### src/rtl/vector_checker_ram.sv
// Vector table: one write port and one registered read port, no reset.
// A read of the address being written in the same cycle returns the old entry.
module vector_ram #(
  parameter int DEPTH = 16,
  parameter int W     = 5
) (
  input  logic                     clk,
  input  logic                     we,
  input  logic [$clog2(DEPTH)-1:0] wr_addr,
  input  logic [W-1:0]             wr_data,
  input  logic [$clog2(DEPTH)-1:0] rd_addr,
  output logic [W-1:0]             rd_data
);

  logic [W-1:0] mem [DEPTH];

  // table write and synchronous read
  always_ff @(posedge clk) begin
    if (we) begin
      mem[wr_addr] <= wr_data;
    end
    rd_data <= mem[rd_addr];
  end

endmodule

### config.mk
export PLATFORM = sky130hd
export DESIGN_NAME = vector_ram
export DESIGN_NICKNAME = d
export VERILOG_FILES = /design/src/rtl/vector_checker_ram.sv
export SDC_FILE = /design/constraint.sdc
export NUM_CORES = 1
export LEC_CHECK = 0
export CORE_AREA = 2 2 77 79
export DETAILED_ROUTE_END_ITERATION = 16
export DIE_AREA = 0 0 79 81
export GPL_TIMING_DRIVEN = 0
export PLACE_DENSITY = 0.78
export SYNTH_ARGS = -nofsm -noshare
export SYNTH_HDL_FRONTEND = slang
export SYNTH_SLANG_ARGS = --single-unit
### constraint.sdc
create_clock -name clk -period 2.35 [get_ports clk]
set_input_delay 0.3525 -clock clk [delete_from_list [all_inputs] [get_ports clk]]
set_output_delay 0.3525 -clock clk [all_outputs]
set_load 0.005 [all_outputs]
==> results.toml <==
[final_layout]
utilization = 0.647
instances_no_fill = 263
area_growth_pct = 14.2
fillers = 387
antennaDiodeCount = 0
nets = 198
drive_gt1_frac = 0.202

[hold_path]
hold_class = "input pin to flip-flop"
min_to = "rd_data[3]"
min_from = "rd_addr[0]"
hold_depth = 4

[timing]
timing.fmax_mhz = 487
clock_skew_ns = 0.00605
final_hold_viol_count = 0
fin_crit_sh = 0.873
min_period_ns = 2.05
slew_headroom = 0.412
setup_slack_ns = 0.298
setup_viol = 0
slew_violations = 0
tightest_slew_ns = 0.875
rsz0062_at_grt = "false"

[clock_tree]
clock_path_buffers = 2
cts_buffers = 9
cts_resized = 0
htree_num_levels = 3
insertion_delay_ns = 0.34
clk_pin_slew_ns = 0.07
cts_root_buf = "clkbuf_8"
cts_setup_buffers = 0
cts_tree = "yes"
hold_buffers = 0
clock-sinks = 85

[logic_synthesis]
synth_nets = 170
synth_area_mm2 = 0.00321
ys_warn_count = 0
synth.yosys.seq_area_share = 0.779
synth-seq-cells = 85
netlist_top_cells_area = "edfxtp_1 75%, mux4_2 14%, dfxtp_1 3.1%, nand3_1 1.7%, nor2_1 1.5%"
synth_cell_types = 16
synth_top_area_frac = 0.748
yosys.area.top_type = "edfxtp_1"
netlist_instances = 155
syn_area_per_cell_um2 = 20.7

[outcome]
outcome = "finished, final reports clean"

[global_routing]
grt_pass1_vias = 1592
grt_overflow = 0
grt_max_degree = 17
grt_pass1_wl_um = 8540
antenna_found_initial = 0
grtUsageTotal = 0.194

[worst_setup_path]
cp_slowest_stage_delay_ns = 0.64
worstPathMaxFanout = 5
cp.depth = 3
critPathKind = "input pin to flip-flop"
r2r_end = "rd_data[4]"
cp-end-kind = "flip-flop"
regToRegSetupSlack_ns = 0.97
cp_cell_sequence = "clkdlybuf4s50_1 -> or3b_2 -> nor3_1"
rr_worst_depth = 3
slowest_stage = "nor3_1"
startpoint_type = "input pin"
crit_buf_inv = 1
worstPathRequired_ns = 2.32
critPathTopFamily = "simple AND/OR/NAND/NOR gates"
arrival_ns = 2.03
r2r_start = "mem[2][4]"

[power]
p_leak_nw = 1.15
ir_worst_vdd_mv = 0.369
powerDensity_mw_per_mm2 = 779

[die]
rows = 28
die_y_um = 81
dieArea_mm2 = 0.00640
die_w_um = 79
ios = 20
core_area_mm2 = 0.00568
initial_core_util = 0.566

[detailed_routing]
postRouteAntennaNets = 0
detail_route.wl_per_cell_um = 21.3
initialDrtViolationCount = 256
drt_wl_total_um = 5610
drt-pass1-iter-count = 4
vias = 1566
vias_per_cell = 5.95
drc = 0

[placement]
post-dp-hpwl_um = 3820
dp_cells = 247
dp_slack_ns = -0.0548
gp_congestion = 0.801
io_buffers = 17

[run]
maxCapViolCount = 0
-- logic make-up (layout without fill, tap and decap cells) --
logic type	Yosys count	in the layout	share of synthesized area
AND/OR/NAND/NOR	41	41	0.0607
AO/OA/AOI/OAI	5	5	0.0117
buffers and inverters	4	37	0.00856
multiplexers	20	20	0.140
flip-flops	85	85	0.779
-- power by group --
group	total [W]	switching [W]	internal [W]
logic	0.000180	0.0000919	0.0000878
clock network	0.000976	0.000459	0.000517
registers	0.00170	0.00000942	0.00169
-- area by class of cell --
cell class | count | area, µm² | area share
buffer | 4 | 27.5 | 0.00750
clock inverter | 4 | 47.5 | 0.0130
sequential | 85 | 2500 | 0.682
multi-input combinational | 66 | 683 | 0.186
tap | 75 | 93.8 | 0.0256
clock buffer | 12 | 145 | 0.0395
timing repair buffer | 17 | 170 | 0.0464
-- layout by cell type, fill, tap and decap left out, types with 2 or more instances in the layout --
| master | synthesis | layout |
|---|---|---|
| mux4_2 | 20 | 20 |
| nor2b_1 | 2 | 2 |
| clkinv_2 | 0 | 2 |
| nand2b_1 | 2 | 2 |
| nor3_1 | 4 | 4 |
| nor2_1 | 13 | 13 |
| clkdlybuf4s50_1 | 0 | 17 |
| nand3b_1 | 2 | 2 |
| clkbuf_8 | 0 | 10 |
| clkbuf_1 | 1 | 3 |
| dfxtp_1 | 5 | 5 |
| a22oi_1 | 5 | 5 |
| nand3_1 | 11 | 11 |
| edfxtp_1 | 80 | 80 |
| nand2_1 | 6 | 6 |
-- cells in the mapped netlist --
cell type  count
mux4_2        20
dfxtp_1        5
nand3b_1       2
edfxtp_1      80
nand2b_1       2
nand3_1       11
a22oi_1        5
nand2_1        6
nor3_1         4
buf_6          1
nor2b_1        2
buf_4          1
clkbuf_1       1
buf_2          1
or3b_2         1
nor2_1        13
-- tightest hold or removal path, stage by stage --
cell and delay [ns]:
buf_4 0.21, mux4_2 0.26, nand2_1 0.05, nand3_1 0.05
-- routing by layer --
| metal | wire [µm] | share of wire | vias to the layer above | track usage |
|---|---|---|---|---|
| met4 | 109 | 0.019 | 0 | 0.107 |
| met3 | 296 | 0.053 | 13 | 0.0344 |
| met2 | 2960 | 0.53 | 54 | 0.318 |
| met1 | 2240 | 0.40 | 807 | 0.249 |
| li1 | - | - | 692 | - |
| met5 | 0 | 0 | - | 0 |
-- worst max path at each step --
| stage | from | end | slack, ns |
|---|---|---|---|
| floorplan | wr_addr[2] | mem[0][0] | 0.72 |
| global placement | we | mem[0][4] | -0.03 |
| detailed placement | we | mem[0][0] | -0.05 |
| CTS | we | mem[0][2] | 0.32 |
| global route | we | mem[0][2] | 0.24 |
| finish | we | mem[0][2] | 0.30 |
-- through the flow --
| step | setup TNS, ns | hold slack, ns | power [W] | cell area [µm²] |
|---|---|---|---|---|
| after floorplan | 0 | 0.451 | 0.00182 | 3210 |
| after detailed placement | -0.274 | 0.669 | 0.00192 | 3480 |
| after global routing | 0 | 0.648 | 0.00295 | 3670 |
| final | 0 | 0.613 | 0.00286 | 3670 |
| after CTS | 0 | 0.612 | 0.00287 | 3670 |
| after global placement | -0.125 | 0.647 | 0.00191 | 3480 |
-- sequential cells by signal, indices dropped and copies added (netlist names) --
register and cells:
mem 80, rd_data 5
No activity file was read; power rests on OpenSTA's default activity.
